## config.mk

```make
export PLATFORM = sky130hd
export DESIGN_NAME = mult_share_ctrl
export DESIGN_NICKNAME = d
export VERILOG_FILES = /design/src/rtl/mult_pkg.sv /design/src/rtl/rr_arbiter.sv /design/src/rtl/mult_share_ctrl.sv
export SDC_FILE = /design/constraint.sdc
export NUM_CORES = 1
export LEC_CHECK = 0
export CORE_MARGIN = 2
export CORE_UTILIZATION = 46
export CTS_CLUSTER_SIZE = 25
export DETAILED_ROUTE_END_ITERATION = 12
export PLACE_DENSITY_LB_ADDON = 0.1
export SYNTH_ARGS = -nofsm -noshare
export SYNTH_HDL_FRONTEND = slang
export SYNTH_SLANG_ARGS = --single-unit
export TNS_END_PERCENT = 100
```

## constraint.sdc

```tcl
create_clock -name clk -period 5.6 [get_ports clk]
set_input_delay 1.12 -clock clk [delete_from_list [all_inputs] [get_ports clk]]
set_output_delay 1.12 -clock clk [all_outputs]
set_load 0.02 [all_outputs]
```

## src/rtl/mult_pkg.sv

```systemverilog
// rtl/mult_pkg.sv - shared types and constants for the shared multiplier controller
package mult_pkg;

    typedef enum logic [1:0] {
        IDLE  = 2'd0,
        ISSUE = 2'd1,
        WAIT  = 2'd2,
        RESP  = 2'd3
    } state_t;

    localparam int MULT_W          = 8;
    localparam int MULT_CYCLES     = 8;
    localparam int DEFAULT_TIMEOUT = 15;

endpackage

```

## src/rtl/rr_arbiter.sv

```systemverilog
// rtl/rr_arbiter.sv - combinational round-robin arbiter, search starts at ptr
module rr_arbiter #(
    parameter int N = 4
) (
    input  logic [N-1:0]         req,
    input  logic [$clog2(N)-1:0] ptr,
    output logic [N-1:0]         grant,
    output logic [$clog2(N)-1:0] idx,
    output logic                 any
);

    localparam int IW = $clog2(N);

    logic [IW-1:0] cand;

    // first requesting index at or after ptr, wrapping past N-1 back to 0
    always_comb begin
        grant = '0;
        idx   = '0;
        any   = 1'b0;
        cand  = '0;
        for (int i = 0; i < N; i++) begin
            cand = IW'((int'(ptr) + i) % N);
            if (!any && req[cand]) begin
                any         = 1'b1;
                grant[cand] = 1'b1;
                idx         = cand;
            end
        end
    end

endmodule

```

## src/rtl/mult_share_ctrl.sv

```systemverilog
// rtl/mult_share_ctrl.sv - round-robin sharing of one mult8 with watchdog abort
module mult_share_ctrl
    import mult_pkg::*;
#(
    parameter int N_REQ   = 4,
    parameter int TIMEOUT = DEFAULT_TIMEOUT
) (
    input  logic                     clk,
    input  logic                     rst,
    input  logic [N_REQ-1:0]         req_valid,
    input  logic [MULT_W*N_REQ-1:0]  req_a,
    input  logic [MULT_W*N_REQ-1:0]  req_b,
    output logic [N_REQ-1:0]         req_ready,
    output logic                     rsp_valid,
    input  logic                     rsp_ready,
    output logic [$clog2(N_REQ)-1:0] rsp_id,
    output logic [MULT_W-1:0]        rsp_product,
    output logic                     rsp_err,
    output logic                     busy,
    output logic                     mult_start,
    output logic [MULT_W-1:0]        mult_a,
    output logic [MULT_W-1:0]        mult_b,
    input  logic                     mult_done,
    input  logic [MULT_W-1:0]        mult_product
);

    localparam int IW = $clog2(N_REQ);
    localparam int WW = $clog2(TIMEOUT);
    localparam logic [WW-1:0] WD_LAST = WW'(TIMEOUT - 1);

    state_t         state;
    state_t         state_nxt;
    logic [IW-1:0]  ptr;
    logic [WW-1:0]  wdog;
    logic [N_REQ-1:0] arb_grant;
    logic [IW-1:0]  arb_idx;
    logic           arb_any;

    rr_arbiter #(.N(N_REQ)) u_arb (
        .req   (req_valid),
        .ptr   (ptr),
        .grant (arb_grant),
        .idx   (arb_idx),
        .any   (arb_any)
    );

    // state register
    always_ff @(posedge clk or posedge rst) begin
        if (rst) begin
            state <= IDLE;
        end else begin
            state <= state_nxt;
        end
    end

    // next state; mult_done is only trusted in WAIT, the multiplier may hold a stale done
    always_comb begin
        state_nxt = state;
        case (state)
            IDLE:    if (arb_any) state_nxt = ISSUE;
            ISSUE:   state_nxt = WAIT;
            WAIT:    if (mult_done || (wdog == WD_LAST)) state_nxt = RESP;
            RESP:    if (rsp_ready) state_nxt = IDLE;
            default: state_nxt = IDLE;
        endcase
    end

    // state-decoded outputs; the grant is only exposed while idle
    always_comb begin
        req_ready  = (state == IDLE) ? arb_grant : '0;
        mult_start = (state == ISSUE);
        rsp_valid  = (state == RESP);
        busy       = (state != IDLE);
    end

    // operand capture, watchdog, result capture and round-robin pointer advance
    always_ff @(posedge clk or posedge rst) begin
        if (rst) begin
            ptr         <= '0;
            wdog        <= '0;
            mult_a      <= '0;
            mult_b      <= '0;
            rsp_id      <= '0;
            rsp_product <= '0;
            rsp_err     <= 1'b0;
        end else begin
            case (state)
                IDLE: begin
                    if (arb_any) begin
                        mult_a <= req_a[int'(arb_idx)*MULT_W +: MULT_W];
                        mult_b <= req_b[int'(arb_idx)*MULT_W +: MULT_W];
                        rsp_id <= arb_idx;
                    end
                end
                ISSUE: begin
                    wdog <= '0;
                end
                WAIT: begin
                    if (mult_done) begin
                        rsp_product <= mult_product;
                        rsp_err     <= 1'b0;
                    end else if (wdog == WD_LAST) begin
                        rsp_product <= '0;
                        rsp_err     <= 1'b1;
                    end else begin
                        wdog <= wdog + 1'b1;
                    end
                end
                RESP: begin
                    if (rsp_ready) begin
                        ptr <= (rsp_id == IW'(N_REQ - 1)) ? '0 : rsp_id + 1'b1;
                    end
                end
                default: ;
            endcase
        end
    end

endmodule
```

Word level (Yosys, flattened, before mapping)
Cells that the tools add are included.
{ "totals": {"out_inout_bits": 34, "word_cells": 97, "regBits": 35} }
{ "op_classes": {"add_sub_neg": 5, "n_eq_ne": 10, "n_shift": 2, "magnitude_cmp": 8, "bitwise_logic": 3, "mux": 41, "n_reduce_logical": 20} }
{ "op_table": {"columns": ["operator", "n"], "rows": [
  ["$shiftx 32x6->8", 2],
  ["$mux 4", 7],
  ["$mux 2", 8],
  ["$mux 8", 2],
  ["$mux 1", 14],
  ["$lt 2x3->1 const B", 4],
  ["$or 4x4->4", 3],
  ["$bmux 1 s2", 4],
  ["$demux 1 s2", 4],
  ["$ge 2x1->1 const B", 4],
  ["$ne 2x2->1 const B", 4],
  ["$pmux 2 s4", 1],
  ["$pmux 4 s2", 1],
  ["$logic_and 1x1->1", 7],
  ["$eq 2x2->1 const B", 3],
  ["$reduce_and 2->1", 3],
  ["$reduce_and 3->1", 2],
  ["$reduce_bool 2->1", 3],
  ["$add 2x1->2 const B", 2],
  ["$add 2x2->2 const B", 2],
  ["$add 4x1->4 const B", 1],
  ["$eq 4x4->1 const B", 1],
  ["$logic_not 1->1", 3],
  ["$eq 2x1->1 const B", 1],
  ["3 further kinds", 3]
]} }

Longest topological paths before layout
Gate-level depths: netlist of run 1.
{ "depth": {"word_depth": 14, "mapped_depth": 12, "depth_no_buf": 8} }

Modules after synthesis
A second synthesis of run 1 with hierarchy kept.
{ "hier_totals": {"hier_cells": 218, "hier_area_um2": 2396.0} }
{ "by_module_without_submodules": {"columns": ["module", "instances", "cells_per_inst", "area_each_um2", "seq_area_each_um2"], "rows": [
  ["mult_share_ctrl", 1, 173, 1976.9, 875.8],
  ["rr_arbiter", 1, 45, 419.2, 0.0]
]} }

Least setup slack after synthesis of run 1
No wires, ideal clock.
{ "synth_path": {"path_kind": "input-to-output", "from": "input port req_valid[3]", "to": "output port req_ready[0]", "path_stages": 7, "required_ns": 4.480, "slack_ns": 1.990, "arrival_time_ns": 2.490, "path_buffers": 1, "cell_sequence": "buf_6 > mux4_2 > nor2b_4 > a22oi_1 > nor2_1 > a221oi_1 > nor2_1"} }
{ "synth_between": {"elab_chain_len": 13, "elab_cells_between_ends": 25, "classes_between": "mux (16); bitwise (3); reduce/logical (6)"} }
{ "synth_rtl": {"columns": ["item", "line", "text"], "rows": [
  ["start: declaration", "mult_share_ctrl.sv:10", "input logic [N_REQ-1:0] req_valid,"],
  ["$bmux 1 s2", "rr_arbiter.sv:24", "if (!any && req[cand]) begin"],
  ["$mux 1 (not written as such)", "rr_arbiter.sv:24", null],
  ["$mux 1", "rr_arbiter.sv:24", null],
  ["$logic_not 1->1", "rr_arbiter.sv:24", null],
  ["$logic_and 1x1->1", "rr_arbiter.sv:24", null],
  ["$mux 1", "rr_arbiter.sv:24", null],
  ["$logic_not 1->1", "rr_arbiter.sv:24", null],
  ["$logic_and 1x1->1", "rr_arbiter.sv:24", null],
  ["$mux 1", "rr_arbiter.sv:24", null],
  ["$logic_not 1->1", "rr_arbiter.sv:24", null],
  ["$logic_and 1x1->1", "rr_arbiter.sv:24", null],
  ["$mux 4 *", "rr_arbiter.sv:24", null],
  ["$mux 4 *", "mult_share_ctrl.sv:70", "req_ready = (state == IDLE) ? arb_grant : '0;"],
  ["end: declaration", "mult_share_ctrl.sv:13", "output logic [N_REQ-1:0] req_ready,"]
]} }
Every way passes the cells marked *; elsewhere a longest branch is shown, timed or not. The select of a mux whose other input is x is not followed.

Worst setup path after layout of run 1
{ "layout_path": {"from": "input port req_valid[2]", "to": "output port req_ready[2]"} }
The elaborated chain is that of the path after synthesis.

==> results of run 1 <==
==> power by group <==
part | internal (W) | total (W) | switching [W]
registers | 0.000372 | 0.000470 | 0.0000982
logic | 0.000590 | 0.00134 | 0.000750
clock network | 0.000178 | 0.000278 | 0.000100
==> layout make-up <==
type	count	area (um2)
flip-flops and latches	35	876
multi-input cells	183	1490
repair buffers	115	1150
clock inverters	3	67.6
clock buffers	5	68.8
inverters	11	41.3
fillers	453	1630
well taps	72	90.1
==> worst min path at each step <==
| stage | from | end | slack [ns] | cells past startpoint |
|---|---|---|---|---|
| floorplan | wdog[2]$_DFFE_PP0P_ | wdog[2]$_DFFE_PP0P_ | 0.47 | 1 |
| global placement | rsp_product[5]$_DFFE_PP0P_ | rsp_product[5]$_DFFE_PP0P_ | 0.49 | 1 |
| detailed placement | rsp_product[5]$_DFFE_PP0P_ | rsp_product[5]$_DFFE_PP0P_ | 0.49 | 1 |
| CTS | rsp_product[0]$_DFFE_PP0P_ | rsp_product[0]$_DFFE_PP0P_ | 0.52 | 1 |
| global route | rsp_product[0]$_DFFE_PP0P_ | rsp_product[0]$_DFFE_PP0P_ | 0.52 | 1 |
| finish | rsp_product[0]$_DFFE_PP0P_ | rsp_product[0]$_DFFE_PP0P_ | 0.52 | 1 |
==> layer usage <==
layer | GRT usage [%] | vias to the layer above | routed length, um
met4 | 6.84 | 0 | 81
met2 | 36.9 | 88 | 3240
met1 | 26.9 | 1132 | 2720
met3 | 6.21 | 6 | 504
met5 | 0 | - | 0
li1 | - | 1140 | -
==> synthesized netlist by cell type (2+ instances only) <==
cell       instances
dfrtp_1           35
nor2_1            29
a211oi_1          17
mux2i_1           17
a21boi_0          15
ha_1              15
a2111oi_2         13
inv_1             11
nand2_1           10
a22o_1             9
o21ai_0            9
buf_6              6
clkbuf_1           6
a221oi_1           4
a22oi_1            4
a2111oi_0          3
a21oi_1            3
and2_1             3
buf_2              3
mux4_2             3
nand3_1            3
a21o_1             2
a222oi_1           2
buf_1              2
buf_4              2
mux2_2             2
nand2b_1           2
nor2b_1            2
o31ai_1            2
==> kinds of logic (layout without fill, tap and decap cells) <==
kind of cell | after synthesis | count (layout)
AOI/OAI and AO/OA | 90 | 90
muxes | 22 | 22
and+or+nand+nor | 56 | 56
buffers and inverters | 30 | 134
adders and majority gates | 15 | 15
DFF | 35 | 35
==> metrics by stage <==
| stage | total power [W] | std cells | cell area [um2] | hold WS (ns) |
|---|---|---|---|---|
| after floorplan | 0.00142 | 248 | 2530 | 0.467 |
| after global placement | 0.00179 | 416 | 3640 | 0.487 |
| after detailed placement | 0.00182 | 416 | 3640 | 0.491 |
| after CTS | 0.00210 | 424 | 3780 | 0.515 |
| after global routing | 0.00224 | 424 | 3780 | 0.518 |
| final | 0.00209 | 424 | 3780 | 0.516 |
==> sequential cells by signal, indices dropped and copies added, names as in the netlist <==
| register | flops |
|---|---|
| rsp_err | 1 |
| mult_a | 8 |
| mult_b | 8 |
| state | 2 |
| rsp_id | 2 |
| wdog | 4 |
| rsp_product | 8 |
| ptr | 2 |
==> results.json, run 1 <==
{
  "synth_top_family_by_area": "compound AO/OA/AOI/OAI gates",
  "max_clock_freq_ghz": 0.215,
  "crit_type": "in2out",
  "synthFlopType": "dfrtp_1",
  "grt_pass1_wl_um": 10700,
  "clk_latency_ns": 0.29,
  "cp-end-kind": "output port",
  "drive_gt1_share_pct": 9.38,
  "ys_top_cells_by_area": "dfrtp_1 35%, a2111oi_2 7.7%, ha_1 7.4%, mux2i_1 6.7%, a211oi_1 5.0%",
  "dp_worst_setup_slack_ns": 0.968,
  "start_kind": "input port",
  "critPathBufInv": 2,
  "holdCritPathClass": "reg2reg",
  "path_depth": 8,
  "syn_nets": 343,
  "first_pass_iters": 4,
  "final-max-slew-violation-count": 0,
  "die_w_um": 78.2,
  "finalWorstPathRequiredPeriod_ns": 4.65,
  "power_leakage_nw": 1.53,
  "detail_route.vias_per_cell": 5.58,
  "pin_count": 114,
  "globalplace.congestion": 0.756,
  "cts_tree": "done",
  "vdd_drop_max_mv": 0.303,
  "synthArstFlopShare_pct": 100,
  "p_per_area_nw_per_um2": 553,
  "synth_edf_count": 0,
  "core.rowCount": 27,
  "post_cts_buffers": 0,
  "crit_start": "req_valid[2]",
  "slew_headroom_pct": 31.5,
  "endpoint": "req_ready[2]",
  "diodes": 0,
  "nNetsFinal": 446,
  "ys_seq_area_share_pct": 34.6,
  "synth_area_um2": 2530,
  "drc_errors": 0,
  "portBuffers": 113,
  "syn_to_final_growth_pct": 49.2,
  "fp.dieH_um": 78.2,
  "drt_iter0_drc": 78,
  "hpwl_um": 4790,
  "cp.arrival_ns": 3.53,
  "initial_core_util_pct": 46.9,
  "slowest_stage": "mux4_2",
  "numClockSinks": 35,
  "hold_violations": 0,
  "antenna_found_initial": 0,
  "vias": 2366,
  "period_share_pct": 83.0,
  "wl_per_cell_um": 15.4,
  "cts_resized": 0,
  "r2r_slack_ns": 1.54,
  "r2r_cells": 7,
  "core-area_um2": 5410,
  "setup-tns-final_ns": 0,
  "synth_area_per_cell_um2": 10.2,
  "root_buffer": "clkbuf_8",
  "drv_cap": 0,
  "r2r_start": "ptr[0]$_DFFE_PP0P_",
  "die-area_um2": 6110,
  "ctsHoldBuffers": 0,
  "grt.overflow.total": 0,
  "rsz0062_at_grt": "false",
  "slowest_delay_ns": 0.64,
  "grt_pass1_vias": 2323,
  "wirelength_um": 6550,
  "grt_max_degree": 36,
  "synth_compound_area_share_pct": 30.8,
  "synth_top_area_share_pct": 34.6,
  "syn_inst": 248,
  "ys_ff_latch": 35,
  "synth_adder_area_share_pct": 7.41,
  "numCtsBuffers": 5,
  "clk_pin_slew_worst_paths_ns": 0.08,
  "tightest_slew_ns": 1.03,
  "setup_slack_ns": 0.954,
  "grt_util_all_layers_pct": 21.8,
  "synth_xor_area_share_pct": 0,
  "layout_commonest_cell": "clkdlybuf4s50_1",
  "synth.area.mux_share_pct": 10.3,
  "cts_buffer_depth": 2,
  "final.setup_skew_ns": 0.00619,
  "crit_chain": "clkdlybuf4s50_1 -> mux4_2 -> nor2b_4 -> a22oi_1 -> nor2_1 -> a221oi_1 -> nor2_1 -> clkdlybuf4s50_1",
  "final_cell_mix": "113 x clkdlybuf4s50_1, 35 x dfrtp_1, 29 x nor2_1, 17 x mux2i_1, 17 x a211oi_1",
  "r2r-end": "mult_a[4]$_DFFE_PP0P_",
  "utilization_pct": 69.9,
  "synth-simple-area-share_pct": 10.2,
  "required_ns": 4.48,
  "worstPathMaxFanout": 11,
  "crit_family": "buffers and inverters",
  "htreeDepth": 2,
  "postRouteAntennaNets": 0,
  "synth_area_leader_cell": "dfrtp_1",
  "finalSetupViolCount": 0,
  "ys_warn_count": 0,
  "status": "finished, final reports clean",
  "synth_cell_types": 43
}
(Power assumes the default switching activity.)
==> run 2, diff against run 1 <==
--- a/config.mk
+++ b/config.mk
@@ -6,7 +6,7 @@
 export NUM_CORES = 1
 export LEC_CHECK = 0
 export CORE_MARGIN = 2
-export CORE_UTILIZATION = 46
+export CORE_UTILIZATION = 38
 export CTS_CLUSTER_SIZE = 25
 export DETAILED_ROUTE_END_ITERATION = 12
 export PLACE_DENSITY_LB_ADDON = 0.1
==> constraint.sdc (replaced) <==
create_clock -name clk -period 3.76 [get_ports clk]
set_input_delay 0.752 -clock clk [delete_from_list [all_inputs] [get_ports clk]]
set_output_delay 0.752 -clock clk [all_outputs]
set_load 0.02 [all_outputs]
==> results.json, run 2 (synthesis results as in run 1) <==
{
  "pin_count": 114,
  "cp-end-kind": "output port",
  "numPlacedInstances": 436,
  "busiest_layer": "met2",
  "use_met2_pct": 32.7,
  "slowest_delay_ns": 0.52,
  "detail_route.vias_per_cell": 5.35,
  "top_regs": "mult_a: 8 flops, mult_b: 8 flops, rsp_product: 8 flops",
  "drc_errors": 0,
  "nNetsFinal": 462,
  "postRouteAntennaNets": 0,
  "slowest_stage": "clkdlybuf4s50_1",
  "finalSetupViolCount": 0,
  "dp_worst_setup_slack_ns": 0.0430,
  "final-max-slew-violation-count": 0,
  "p_comb_share_pct": 68.7,
  "fin_cells": 445,
  "r2r_cells": 9,
  "core.rowCount": 29,
  "portBuffers": 113,
  "htreeDepth": 2,
  "wl_per_cell_um": 15.7,
  "r2r-end": "mult_a[5]$_DFFE_PP0P_",
  "status": "finished, final reports clean",
  "numClockSinks": 35,
  "grt_pass1_wl_um": 11700,
  "intPower_w": 0.00175,
  "min-delay-start": "rsp_product[7]$_DFFE_PP0P_",
  "utilization_pct": 61.3,
  "vias": 2381,
  "die-area_um2": 7330,
  "root_buffer": "clkbuf_8",
  "core-area_um2": 6390,
  "required_ns": 3.01,
  "syn_to_final_growth_pct": 54.6,
  "whs_ns": 0.506,
  "final.setup_skew_ns": 0.00399,
  "grtUsageMet1_pct": 25.7,
  "grt.overflow.total": 0,
  "clock_power_share_pct": 10.6,
  "setup-tns-final_ns": 0,
  "min_path_cells": 1,
  "globalplace.congestion": 0.844,
  "max_clock_freq_ghz": 0.286,
  "power_leakage_nw": 1.68,
  "grt_max_degree": 36,
  "antenna_found_initial": 0,
  "cts_buffer_depth": 2,
  "drv_cap": 0,
  "r2r_start": "ptr[0]$_DFFE_PP0P_",
  "cts_tree": "done",
  "hold_end": "rsp_product[7]$_DFFE_PP0P_",
  "drive_gt1_share_pct": 13.9,
  "first_pass_iters": 4,
  "numCtsBuffers": 5,
  "ctsHoldBuffers": 0,
  "rsz0062_at_grt": "false",
  "vdd_drop_max_mv": 0.469,
  "die_w_um": 85.6,
  "start_kind": "input port",
  "slew_headroom_pct": 61.3,
  "finalWorstPathRequiredPeriod_ns": 3.50,
  "p_sw_w": 0.00145,
  "hold_violations": 0,
  "tightest_slew_ns": 0.575,
  "grt_util_all_layers_pct": 20.0,
  "clk_pin_slew_worst_paths_ns": 0.08,
  "clk_latency_ns": 0.28,
  "holdCritPathClass": "reg2reg",
  "worstPathMaxFanout": 8,
  "diodes": 0,
  "crit_type": "in2out",
  "initial_core_util_pct": 39.7,
  "p_per_area_nw_per_um2": 816,
  "cp.arrival_ns": 2.75,
  "seqPwrFrac_pct": 20.7,
  "crit_chain": "clkdlybuf4s50_1 -> buf_4 -> and3b_1 -> o2111ai_1 -> o211ai_1 -> buf_4 -> a221oi_2 -> nor2_1 -> dlymetal6s2s_1",
  "drt_iter0_drc": 87,
  "r2r_slack_ns": 0.88,
  "p_sw_share_pct": 45.3,
  "fp.dieH_um": 85.6,
  "path_common_cell": "buf_4",
  "use_met3_pct": 5.77,
  "setup_slack_ns": 0.260,
  "wirelength_um": 6990,
  "hpwl_um": 5250,
  "grt_pass1_vias": 2357,
  "layout_commonest_cell": "clkdlybuf4s50_1",
  "final_cell_mix": "109 x clkdlybuf4s50_1, 35 x dfrtp_1, 29 x nor2_1",
  "period_share_pct": 93.1
}
-- run 2: per-layer routing --
layer,wire length [um],share of wire [%],up-vias
met3,545,7.8,6
met1,2880,41,1111
met5,0,0,-
met4,70,1.0,0
met2,3490,50,88
li1,-,-,1176
-- run 2: area by class of cell --
| type | instances | area (um2) |
|---|---|---|
| Clock buffer | 5 | 68.8 |
| Clock inverter | 3 | 43.8 |
| Inverter | 11 | 41.3 |
| Tap cell | 77 | 96.3 |
| Sequential cell | 35 | 876 |
| Timing Repair Buffer | 131 | 1290 |
| Fill cell | 568 | 2470 |
| Multi-Input combinational cell | 183 | 1500 |
-- run 2: critical path: cells and delay by family --
family / cells / cell delay (ns)
AOI/OAI and AO/OA: 3 / 0.66
buffers and inverters: 4 / 1.10
and+or+nand+nor: 2 / 0.23
-- run 2: worst max path at each step --
stage / from / to / slack [ns] / depth (start not counted)
finish: req_valid[2] / req_ready[2] / 0.26 / 9
global placement: req_valid[3] / req_ready[3] / 0.09 / 8
global route: req_valid[2] / req_ready[2] / 0.13 / 9
CTS: req_valid[2] / req_ready[2] / 0.04 / 8
floorplan: ptr[0]$_DFFE_PP0P_ / req_ready[0] / 0.52 / 10
detailed placement: req_valid[2] / req_ready[2] / 0.04 / 8
-- run 2: repair_timing --
item	in CTS	in global routing
setup endpoints to repair	0	4
buffers inserted	0	1
gates resized for setup	0	6
-- run 2: metrics by stage --
step | power, W | cell area (um2)
2_1_floorplan | 0.00212 | 2530
3_3_place_gp | 0.00284 | 3770
3_5_place_dp | 0.00287 | 3770
4_1_cts | 0.00322 | 3890
5_1_grt | 0.00346 | 3920
6_report | 0.00319 | 3920
-- run 2: power groups by stage --
stage	Sequential, W	Clock (W)	Combinational, W
3_5_place_dp	0.000669	0	0.00220
6_report	0.000663	0.000339	0.00219
2_1_floorplan	0.000836	0	0.00128
5_1_grt	0.000686	0.000370	0.00241
4_1_cts	0.000666	0.000350	0.00220
3_3_place_gp	0.000665	0	0.00217
==> run 3, diff against run 2 <==
--- a/config.mk
+++ b/config.mk
@@ -5,10 +5,13 @@
 export SDC_FILE = /design/constraint.sdc
 export NUM_CORES = 1
 export LEC_CHECK = 0
+export CELL_PAD_IN_SITES_DETAIL_PLACEMENT = 0
+export CELL_PAD_IN_SITES_GLOBAL_PLACEMENT = 1
 export CORE_MARGIN = 2
-export CORE_UTILIZATION = 38
+export CORE_UTILIZATION = 28
 export CTS_CLUSTER_SIZE = 25
 export DETAILED_ROUTE_END_ITERATION = 12
+export MAX_ROUTING_LAYER = met4
 export PLACE_DENSITY_LB_ADDON = 0.1
 export SYNTH_ARGS = -nofsm -noshare
 export SYNTH_HDL_FRONTEND = slang
==> results.json, run 3 (synthesis results as in run 1) <==
{
  "status": "finished, final reports clean",
  "clk_latency_ns": 0.29,
  "clk_pin_slew_worst_paths_ns": 0.07,
  "vdd_drop_max_mv": 0.275,
  "core-area_um2": 8760,
  "detail_route.vias_per_cell": 4.97,
  "start_kind": "input port",
  "first_pass_iters": 4,
  "p_per_area_nw_per_um2": 823,
  "cp.arrival_ns": 2.68,
  "seq_area_um2": 876,
  "final_cell_mix": "109 x clkdlybuf4s50_1, 35 x dfrtp_1, 29 x nor2_1",
  "r2r_start": "ptr[0]$_DFFE_PP0P_",
  "core.rowCount": 34,
  "wirelength_um": 7600,
  "max_clock_freq_ghz": 0.292,
  "r2r_cells": 9,
  "rsz0062_at_grt": "false",
  "initial_core_util_pct": 28.9,
  "grt_util_all_layers_pct": 16.5,
  "fp.dieH_um": 99.1,
  "tightest_slew_ns": 0.812,
  "diodes": 0,
  "min_path_cells": 1,
  "finalWorstPathRequiredPeriod_ns": 3.43,
  "cts_tree": "done",
  "nNetsFinal": 462,
  "cts_buffer_depth": 2,
  "final-max-slew-violation-count": 0,
  "vias": 2366,
  "grt.overflow.total": 0,
  "r2r-end": "mult_b[3]$_DFFE_PP0P_",
  "grt_pass1_vias": 2541,
  "hpwl_um": 5780,
  "die_w_um": 99.1,
  "syn_to_final_growth_pct": 56.9,
  "die-area_um2": 9820,
  "grt_pass1_wl_um": 12600,
  "utilization_pct": 45.3,
  "final.setup_skew_ns": 0.0134,
  "slew_headroom_pct": 45.8,
  "pin_count": 114,
  "cp-end-kind": "output port",
  "required_ns": 3.01,
  "wl_per_cell_um": 16.0,
  "finalSetupViolCount": 0,
  "drv_cap": 0,
  "htreeDepth": 2,
  "antenna_found_initial": 0,
  "setup-tns-final_ns": 0,
  "drive_gt1_share_pct": 13.6,
  "multi_input_area_um2": 1500,
  "drc_errors": 0,
  "crit_start": "req_valid[2]",
  "period_share_pct": 91.2,
  "root_buffer": "clkbuf_8",
  "postRouteAntennaNets": 0,
  "globalplace.congestion": 0.747,
  "hold_violations": 0,
  "fillerInstances": 878,
  "hold_end": "rsp_id[1]$_DFFE_PP0P_",
  "numClockSinks": 35,
  "holdCritPathClass": "reg2reg",
  "power_leakage_nw": 1.68,
  "layout_commonest_cell": "clkdlybuf4s50_1",
  "grt_max_degree": 21,
  "r2r_slack_ns": 0.86,
  "worstPathMaxFanout": 8,
  "numCtsBuffers": 5,
  "min-delay-start": "rsp_id[1]$_DFFE_PP0P_",
  "crit_type": "in2out",
  "portBuffers": 113,
  "top_regs": "mult_a: 8 flops, mult_b: 8 flops, rsp_product: 8 flops",
  "post_cts_buffers": 0,
  "drt_iter0_drc": 69
}
run 3: cell types whose count changed in the layout (fill, tap and decap cells not counted), sizes merged:
cell / delta
clkinv: -2
bufinv: +1
clkinvlp: +1
run 3: per-stage QoR:
stage	std cells	setup WS (ns)	cell area [um2]	total power [W]	hold slack (ns)
final	476	0.332	3970	0.00327	0.511
after floorplan	248	0.524	2530	0.00212	0.467
after global routing	476	0.193	3970	0.00354	0.540
after global placement	468	0.0457	3820	0.00288	0.490
after detailed placement	468	0.0215	3820	0.00289	0.494
after CTS	476	0.0101	3960	0.00332	0.518
run 3: layer usage:
metal / vias up / share of wire (%) / global-route usage (%)
li1: 1175 / - / -
met1: 1102 / 46 / 20.9
met2: 84 / 47 / 26.2
met3: 5 / 6.1 / 4.22
met4: 0 / 0.62 / 4.74
met5: - / 0 / -
run 3: worst max-delay path by stage:
stage	end	slack, ns	depth (start not counted)
global placement	req_ready[3]	0.05	8
global route	req_ready[1]	0.19	8
CTS	req_ready[3]	0.01	8
finish	req_ready[0]	0.33	8
floorplan	req_ready[0]	0.52	10
detailed placement	req_ready[3]	0.02	8
run 3: layout make-up:
class / instances / share of cell area [%]
tap: 108 / 3.40
multi-input combinational: 183 / 37.6
inverter: 11 / 1.04
timing repair buffer: 131 / 32.4
clock buffer: 5 / 1.73
clock inverter: 3 / 1.70
sequential: 35 / 22.0
run 3: worst max-delay path, cell delays in order:
cell             delay [ns]
clkdlybuf4s50_1        0.52
buf_4                  0.17
and3b_1                0.18
o2111ai_1              0.19
o211ai_1               0.26
a221oi_1               0.34
nor2_1                 0.06
dlymetal6s2s_1         0.21
run 3: report_power, final:
| part | switching, W | leakage (nW) | internal, W |
|---|---|---|---|
| Sequential | 0.000104 | 0.419 | 0.000555 |
| Combinational | 0.00121 | 1.20 | 0.000985 |
| Clock | 0.000147 | 0.0644 | 0.000265 |
run 3: timing repair:
item / CTS / global route
setup endpoints to repair: 0 / 4
resized for setup: 0 / 5
hold buffers: 0 / 0
==> RTL change, RTL diff (config.mk and constraints of run 2) <==
Set the parameter `N_REQ` to 8 (it was 4).
--- a/src/rtl/mult_share_ctrl.sv
+++ b/src/rtl/mult_share_ctrl.sv
@@ -3,5 +3,5 @@
     import mult_pkg::*;
 #(
-    parameter int N_REQ   = 4,
+    parameter int N_REQ   = 8,
     parameter int TIMEOUT = DEFAULT_TIMEOUT
 ) (
Interface: changed (5 resized); port bits go from 114 to 187. The function was not compared with the original's and may differ.
==> RTL change against run 2 <==
The run now ends with setup timing left. Critical path depth grew 2. Sequential cell count grew 2. Critical endpoint is now req_ready[5]. Wire length grew to 2.7 times the old value. Setup slack lost 0.75 ns. Synthesized area grew 66%. Cell area grew 100%. Die area grew 62%.
Power is not shown: default switching activity piles up to over one toggle a cycle in this logic, so the estimate is an artifact.
==> RTL change: results (changes against run 2) <==
[placement]
port-buffer-count=186  ; +65%
hpwl_um=13530  ; +160%
place_ws_ns=-1.370  ; -1.413 ns
place_area_um2=6924  ; +83%
place.gp.congestion=0.9061  ; +7.4%
dp.cells=861  ; +97%

[cells_and_area]
fillCellCount=796  ; +40%
antenna_cells=0  ; unchanged
drive_gt1_share_pct=34.44  ; +21 points
instances_no_fill=921  ; +110%
nNetsFinal=942  ; +100%

[setup_path]
startpoint=ptr[0]
cp_data_arrival_time_ns=3.50  ; +0.75 ns
path_max_fanout=6  ; -2

[logic_synthesis]
netlist_top_cells_count=91 x nand2_1, 37 x dfrtp_1, 30 x nor2_1
avgSynthCellArea_um2=8.748  ; -14%
ys_types=62  ; +44%
syn_nets=642  ; +87%
ys_warn_count=0  ; unchanged
synth.area.top_cells=dfrtp_1 22%, mux4_2 8.6%, nand2_1 8.1%
ys.flop_type=dfrtp_1
yosysSeqAreaShare_pct=22.05  ; -13 points
async_flop_share_pct=100.0  ; unchanged

[timing]
setup_slack_ns=-0.4888  ; -0.7490 ns
worst_pin_slew_ns=0.7246  ; +0.1492 ns
setup_violations=24  ; +24
finalSetupTns_ns=-6.103  ; -6.103 ns
finClkSkew_ns=0.01208  ; +0.008087 ns

[drt]
dr_wl_met3_um=1542  ; +180%
wl_um=18810  ; +170%
m1WireLength_um=7767  ; +170%
routed-wl-met2_um=8997  ; +160%
drt-initial-drc-count=486  ; +460%
topRoutingLayerUsed=met4
first_pass_iters=7  ; +3
vias_per_cell=5.801  ; +8.4%

[grt]
grt_use_total_pct=28.00  ; +8.0 points
grt_pass1_wl_um=25830  ; +120%
antenna_found_initial=0  ; unchanged
grt_pass1_vias=4994  ; +110%
grt_max_degree=32  ; -11%
grt.met3_usage_pct=5.320  ; -0.45 points
grt_util_met1_pct=37.96  ; +12 points
use_met2_pct=45.70  ; +13 points

[hold_path]
hold_path_class=register to register
hp-start=mult_a[2]

[outcome]
status=finished, violations left
violations=setup timing

[clock_network]
cts_inserted_buffers=5  ; unchanged
htreeDepth=2  ; unchanged
clock_latency_ns=0.29
root_buffer=clkbuf_8
clockBufferDepth=2  ; unchanged

[RTL change: final timing paths]
kind                                  endpoint  slack [ns]  cells past startpoint
worst max-delay path              req_ready[5]       -0.49                     11
worst min-delay path                 mult_a[2]        0.48                      2
worst max register to register       mult_a[4]       -0.31                     17
worst min register to register       mult_a[2]        0.48                      2
max in group asynchronous            mult_a[4]        2.13                      3
min in group asynchronous       rsp_product[2]        0.88                      2
[RTL change: area by class of cell]
cell class                      instances  area, µm²  area share, %
Clock buffer                            7      86.33          1.088
Timing Repair Buffer                  325       3246          40.89
Inverter                               17      72.57         0.9143
Multi-Input combinational cell        394       3398          42.81
Clock inverter                          1      30.03         0.3783
Tap cell                              140      175.2          2.207
Sequential cell                        37      929.6          11.71
[RTL change: critical path, stage by stage (launching register included)]
cell	delay, ns
dfrtp_2	0.43
buf_8	0.14
buf_6	0.12
mux2_2	0.34
mux4_2	0.48
or4_4	0.53
nor4_4	0.35
a22oi_1	0.15
a21o_1	0.24
o21a_1	0.21
nor2_4	0.08
buf_6	0.13
[RTL change: repair_timing]
action                                  in CTS  in global routing
pin swaps                                   12                 32
gates cloned                                 1                  8
resized for setup                          103                 63
setup buffers                               11                 34
endpoints found under the setup margin      25                 24
hold buffers                                 0                  0
[RTL change: cell families (layout without fill, tap and decap cells)]
| group | after synthesis | count (layout) | synth area share, % |
|---|---|---|---|
| compound gates | 136 | 136 | 26.97 |
| xor+xnor | 4 | 4 | 1.013 |
| fa+ha+maj | 14 | 14 | 4.172 |
| buf+inv | 49 | 350 | 5.751 |
| flops | 37 | 37 | 22.05 |
| mux | 56 | 56 | 19.31 |
| simple gates | 184 | 184 | 20.74 |
